File: src/rtl/ccu_jump_n.sv
// Jump-handling control unit for N_ORD decoded transfer orders: issues the
// digit-timed sign test, decides whether the transfer is taken, and times the end pulse.
module ccu_jump_n #(
  parameter int unsigned      N_ORD      = 2,
  parameter logic [N_ORD-1:0] COND_MASK  = '1,
  parameter logic [N_ORD-1:0] COND_SENSE = N_ORD'(2'b01),
  parameter int unsigned      TIMEOUT    = 64
) (
  input  logic             clk,
  input  logic             rst,
  input  logic             s2,
  input  logic [N_ORD-1:0] ord,
  input  logic             odd_d35,
  input  logic             ev_d0,
  input  logic             odd_d0,
  input  logic             test_valid,
  input  logic             test_resp,
  input  logic             ep_done,
  output logic             test_pulse,
  output logic             stop_sct,
  output logic             ep,
  output logic             busy,
  output logic             taken,
  output logic             err
);

  localparam int unsigned IW = (N_ORD > 1) ? $clog2(N_ORD) : 1;
  localparam int unsigned CW = $clog2(TIMEOUT) + 1;

  typedef enum logic [2:0] {
    IDLE,
    ARM,
    WAIT_RESP,
    WAIT_EV,
    EP
  } state_t;

  state_t          state_q;
  logic [IW-1:0]   idx_q;
  logic [CW-1:0]   cnt_q;
  logic            taken_q;
  logic            err_q;

  logic [IW-1:0]   ord_idx;
  logic            multi_hot;

  always_comb begin
    ord_idx = '0;
    for (int unsigned i = 0; i < N_ORD; i++) begin
      if (ord[i]) ord_idx = IW'(i);
    end
  end

  assign multi_hot = |(ord & (ord - N_ORD'(1)));

  always_ff @(posedge clk) begin
    if (rst) begin
      state_q <= IDLE;
      idx_q   <= '0;
      cnt_q   <= '0;
      taken_q <= 1'b0;
      err_q   <= 1'b0;
    end else begin
      unique case (state_q)
        IDLE: begin
          if (s2) begin
            if (multi_hot) begin
              err_q <= 1'b1;
            end else if (ord != '0) begin
              idx_q   <= ord_idx;
              state_q <= ARM;
            end
          end
        end
        ARM: begin
          // The test pulse is issued for every order; unconditional ones skip the response.
          if (odd_d35) begin
            if (COND_MASK[idx_q]) begin
              cnt_q   <= '0;
              state_q <= WAIT_RESP;
            end else begin
              taken_q <= 1'b1;
              state_q <= WAIT_EV;
            end
          end
        end
        WAIT_RESP: begin
          // A response arriving in the final timeout cycle still takes priority.
          if (test_valid) begin
            taken_q <= (test_resp == COND_SENSE[idx_q]);
            state_q <= WAIT_EV;
          end else if (cnt_q == CW'(TIMEOUT - 1)) begin
            taken_q <= 1'b0;
            err_q   <= 1'b1;
            state_q <= WAIT_EV;
          end else begin
            cnt_q <= cnt_q + 1'b1;
          end
        end
        WAIT_EV: begin
          if (ev_d0) state_q <= EP;
        end
        EP: begin
          if (ep_done) begin
            taken_q <= 1'b0;
            state_q <= IDLE;
          end
        end
        default: state_q <= IDLE;
      endcase
    end
  end

  assign test_pulse = (state_q == ARM) && odd_d35;
  assign stop_sct   = taken_q && ((state_q == WAIT_EV) || (state_q == EP));
  assign ep         = (state_q == EP) && odd_d0;
  assign busy       = (state_q != IDLE);
  assign taken      = taken_q;
  assign err        = err_q;

endmodule

File: config.mk
export PLATFORM = sky130hd
export DESIGN_NAME = ccu_jump_n
export DESIGN_NICKNAME = d
export VERILOG_FILES = /design/src/rtl/ccu_jump_n.sv
export SDC_FILE = /design/constraint.sdc
export NUM_CORES = 1
export LEC_CHECK = 0
export CORE_UTILIZATION = 53
export DETAILED_ROUTE_END_ITERATION = 6
export PLACE_DENSITY_LB_ADDON = 0.12
export SETUP_SLACK_MARGIN = 0.3
export SLEW_MARGIN = 25
export SYNTH_ARGS = -nofsm -noshare
export SYNTH_HDL_FRONTEND = slang
export SYNTH_SLANG_ARGS = --single-unit
export TNS_END_PERCENT = 10
File: constraint.sdc
create_clock -name clk -period 3.9 [get_ports clk]
set_clock_uncertainty 0.15 [all_clocks]
set_input_delay 0.78 -clock clk [delete_from_list [all_inputs] [get_ports clk]]
set_output_delay 0.78 -clock clk [all_outputs]
set_load 0.005 [all_outputs]
# Yosys cells after proc, flatten, opt, wreduce, memory -nomap -nowiden
# Index checks and enable logic that the tools add are counted.
# totals
regBits,13
in_bits,11
elab_cells,75
# classes
addsub,2
magnitude_cmp,1
eq_ne,19
n_mux,30
n_bitwise,2
n_reduce_logical,16
# op_table
op,n
$mux 7,4
$mux 3,8
$ne 2x2->1 const B,12
$pmux 3 s5,1
$reduce_and 5->1,3
$mux 1,14
$pmux 7 s2,1
$add 7x1->7 const B,1
$eq 7x6->1 const B,1
$reduce_and 7->1,1
$eq 3x2->1 const B,2
$reduce_bool 2->1,3
$reduce_bool 3->1,2
$reduce_and 4->1,1
$eq 3x1->1 const B,1
$eq 3x3->1 const B,1
$logic_and 1x1->1,3
$logic_not 3->1,1
$ne 3x3->1 const B,1
$pmux 1 s3,1
$and 2x2->2,1
$lt 1x2->1 const B,1
$pmux 1 s2,1
$reduce_or 2->1,1
4 further kinds,4

# Depth between registers and ports, before layout
# Gate-level depths: netlist of the first run.
# logic_depth
depth_word,6
ltp_mapped,7
ltp_nobuf,6

# Least setup slack after synthesis of the first run
# OpenSTA, ideal clock, no wires.
# synth_timing
kind,input port to output port
from,in odd_d35
to,out test_pulse
arrival_time_ps,1409
path_slack_ps,1561
cell_stages,4
n_path_buf,1
path_cell_list,nand2_1 -> or3_1 -> buf_2 -> clkinv_1
# synth_via
elab_chain_cells,1
# synth_rtl
element,line_no,rtl
"start, declared",13,"input logic odd_d35,"
$logic_and 1x1->1,114,assign test_pulse = (state_q == ARM) && odd_d35;
"end, declared",19,"output logic test_pulse,"
# No other way between the ends.

# Final worst setup path of the first run
# Ends and elaborated chain as after synthesis.

==> results by group, run 1 <==
Power and ir drop
  – Lkg Pwr: 0.356 nW
  – Peak VDD IR: 0.367 mV
  – Pwr/cell area: 442 nW/um2

GRT
  – Antenna violations before repair: 0
  – Vias in the first global route: 750
  – Largest net degree at the start of global routing: 13
  – Tot GR Track Use: 24.1%
  – Gr ovfl total: 0
  – First-pass GRT wire length: 3330 um

Synth
  – Cell variety after synth: 38
  – Ys async rst share: 0%
  – Flops & latches, synth: 13
  – Synth Area in Adders: 1.51%
  – Synth Area in Compound Gates: 25.8%
  – Top-area cell type share of the netlist area: 31.4%
  – Post-synth EDFFs: 0
  – Synth top area cells: dfxtp_1 31%, mux2i_1 7.3%, nand2_1 5.4%, a21oi_1 4.2%, or3_1 3.8%
  – Register area share after synthesis: 31.4%
  – Main combinational cell family by area after synthesis: simple AND/OR/NAND/NOR gates
  – Syn_area_per_cell: 8.37 um2
  – Synth warnings: 0
  – Post-Synth XOR/XNOR Area: 2.11%
  – Net Count, Synth: 111
  – Simple-gate share of the synthesized area: 27.2%
  – Top_reg_cell synth: dfxtp_1
  – Yosys top cell by area: dfxtp_1
  – Mapped Cells: 99
  – Post-synthesis mux area share: 7.25%
  – Synthesized area: 828 um2

Layout
  – Share of layout cells above drive strength 1: 6.96%
  – Final core occ: 73.6%
  – Synthesis-to-layout area growth: 22.8%
  – Antenna Cells: 0
  – Commonest cells after routing, fill and taps aside: 16 x clkdlybuf4s50_1, 13 x dfxtp_1, 12 x nand2_1
  – Final net count: 128
  – Most common cell after layout, fill and taps aside: clkdlybuf4s50_1

Routing
  – DR vias/cell: 6.08
  – Drt drc: 0
  – Average wire per standard cell: 14.0 um
  – Via Count: 790
  – Antenna-violating nets left: 0
  – Initial DRC count: 13
  – DRT Pass-1 Iters: 4
  – Total routed wirelength: 1820 um

Timing
  – Sum of negative setup slack: 0 ns
  – Tmin final: 3.35 ns
  – Setup violations, final: 0
  – Fin. Hold Viols: 0
  – Slew HR: 72.6%
  – Max Fclk: 299 MHz
  – Final Slew Violations: 0
  – Final Cycle Share: 85.9%
  – Least-Margin Pin Slew: 0.410 ns
  – RSZ-0062 raised after global routing: no

Clock tree
  – Hold Buf Count CTS: 0
  – CTS resizes: 0
  – Cts bufs inserted: 3
  – Clk_lat worst skew: 0.27 ns
  – CTS tree: yes
  – Htree depth: 1
  – Worst-path clk slew: 0.07 ns
  – Root Driver: clkbuf_4
  – Setup repair bufs after CTS: 0
  – Clock Sinks: 13
  – Bufs on Longest Clock Path: 2

Place
  – GP Congestion: 0.834
  – Final HPWL DP: 1350 um
  – Port Buf Inserts: 16

Die
  – Io pins: 17
  – Die Span X: 41.5 um
  – Core area: 1380 um2
  – Die area: 1720 um2
  – Starting Density: 59.9%
  – Standard-cell row count: 13
  – Die span in y: 41.5 um

Worst setup path
  – Reg2reg path depth: 7
  – Crit path kind: input port to output pin
  – Crit start category: input port
  – Arrival @ worst endpoint: 2.42 ns
  – WP data required: 2.97 ns
  – Max FO, Critical Path: 7
  – CP endpoint kind: output pin

Min path
  – Worst min-delay path class: flop to flop
  – Hold depth: 1

Run status
  – Run status: finished, final reports clean

Run
  – MaxCap Viol Count: 0
## through the flow
stage | setup slack (ns) | hold slack, ns | total power, mW | area, um2 | instances
final | 0.552 | 0.335 | 0.450 | 1020 | 130
after floorplan | 1.56 | 0.300 | 0.309 | 828 | 99
after global placement | 0.555 | 0.311 | 0.363 | 991 | 126
after global routing | 0.459 | 0.362 | 0.485 | 1020 | 130
after CTS | 0.533 | 0.337 | 0.452 | 1020 | 130
after detailed placement | 0.541 | 0.326 | 0.368 | 991 | 126
## critical path: stages
cell             delay [ns]
clkdlybuf4s50_1        0.48
nand2_1                0.07
or3_1                  0.48
clkinv_1               0.11
clkdlybuf4s50_1        0.50
## logic make-up (layout without fill, tap and decap cells)
logic type / Yosys count / in the layout
xor gates and xnor gates: 2 / 2
and+or+nand+nor: 43 / 43
muxes: 6 / 6
DFF: 13 / 13
adders and majority gates: 1 / 1
buffers and inverters: 9 / 25
AOI/OAI and AO/OA: 25 / 25
## final timing paths
path	from	to	slack (ns)
setup / recovery	odd_d35	test_pulse	0.55
hold / removal	cnt_q[6]$_SDFFE_PP0P_	cnt_q[6]$_SDFFE_PP0P_	0.33
setup reg to reg	state_q[0]$_SDFFE_PP0P_	cnt_q[3]$_SDFFE_PP0P_	1.79
hold reg to reg	cnt_q[6]$_SDFFE_PP0P_	cnt_q[6]$_SDFFE_PP0P_	0.33
## Yosys cell counts, types with 3 or more instances
master,n
a21oi_1,7
clkbuf_1,3
dfxtp_1,13
inv_1,3
mux2i_1,6
nand2_1,12
nand3_1,4
nor2_1,7
nor3_1,4
o21ai_0,3
or3_1,5
## cell type report
cell class / count / area, um2
Tap cell: 15 / 18.8
Fill cell: 108 / 365
Multi-Input combinational cell: 77 / 529
Timing Repair Buffer: 17 / 168
Inverter: 4 / 15.0
Sequential cell: 13 / 260
Clock buffer: 4 / 26.3
## per-layer routing
metal	global-route usage, %	up-vias	part of all wire (%)
met5	0	-	0
met4	3.87	0	0
met3	6.52	0	4.5
met2	38.8	17	48
met1	32.7	367	48
li1	-	406	-
## report_power, final
group / internal (mW) / leakage, nW / total (mW) / switching (mW)
registers: 0.152 / 0.106 / 0.189 / 0.0372
logic: 0.0920 / 0.235 / 0.178 / 0.0862
clock network: 0.0397 / 0.0150 / 0.0826 / 0.0429
total: 0.283 / 0.356 / 0.450 / 0.166
## state kept, by name, summed over array words and instances (netlist names)
name and flops:
err 1, state_q 3, cnt_q 7, idx_q 1, taken 1
No activity file was read; power rests on OpenSTA's default activity.
==> run 2, diff against run 1 <==
SKIP_CTS_REPAIR_TIMING = 1   (was unset)
==> results of run 2 <==
No change in the layout: final DEF, timing and power equal those of run 1.
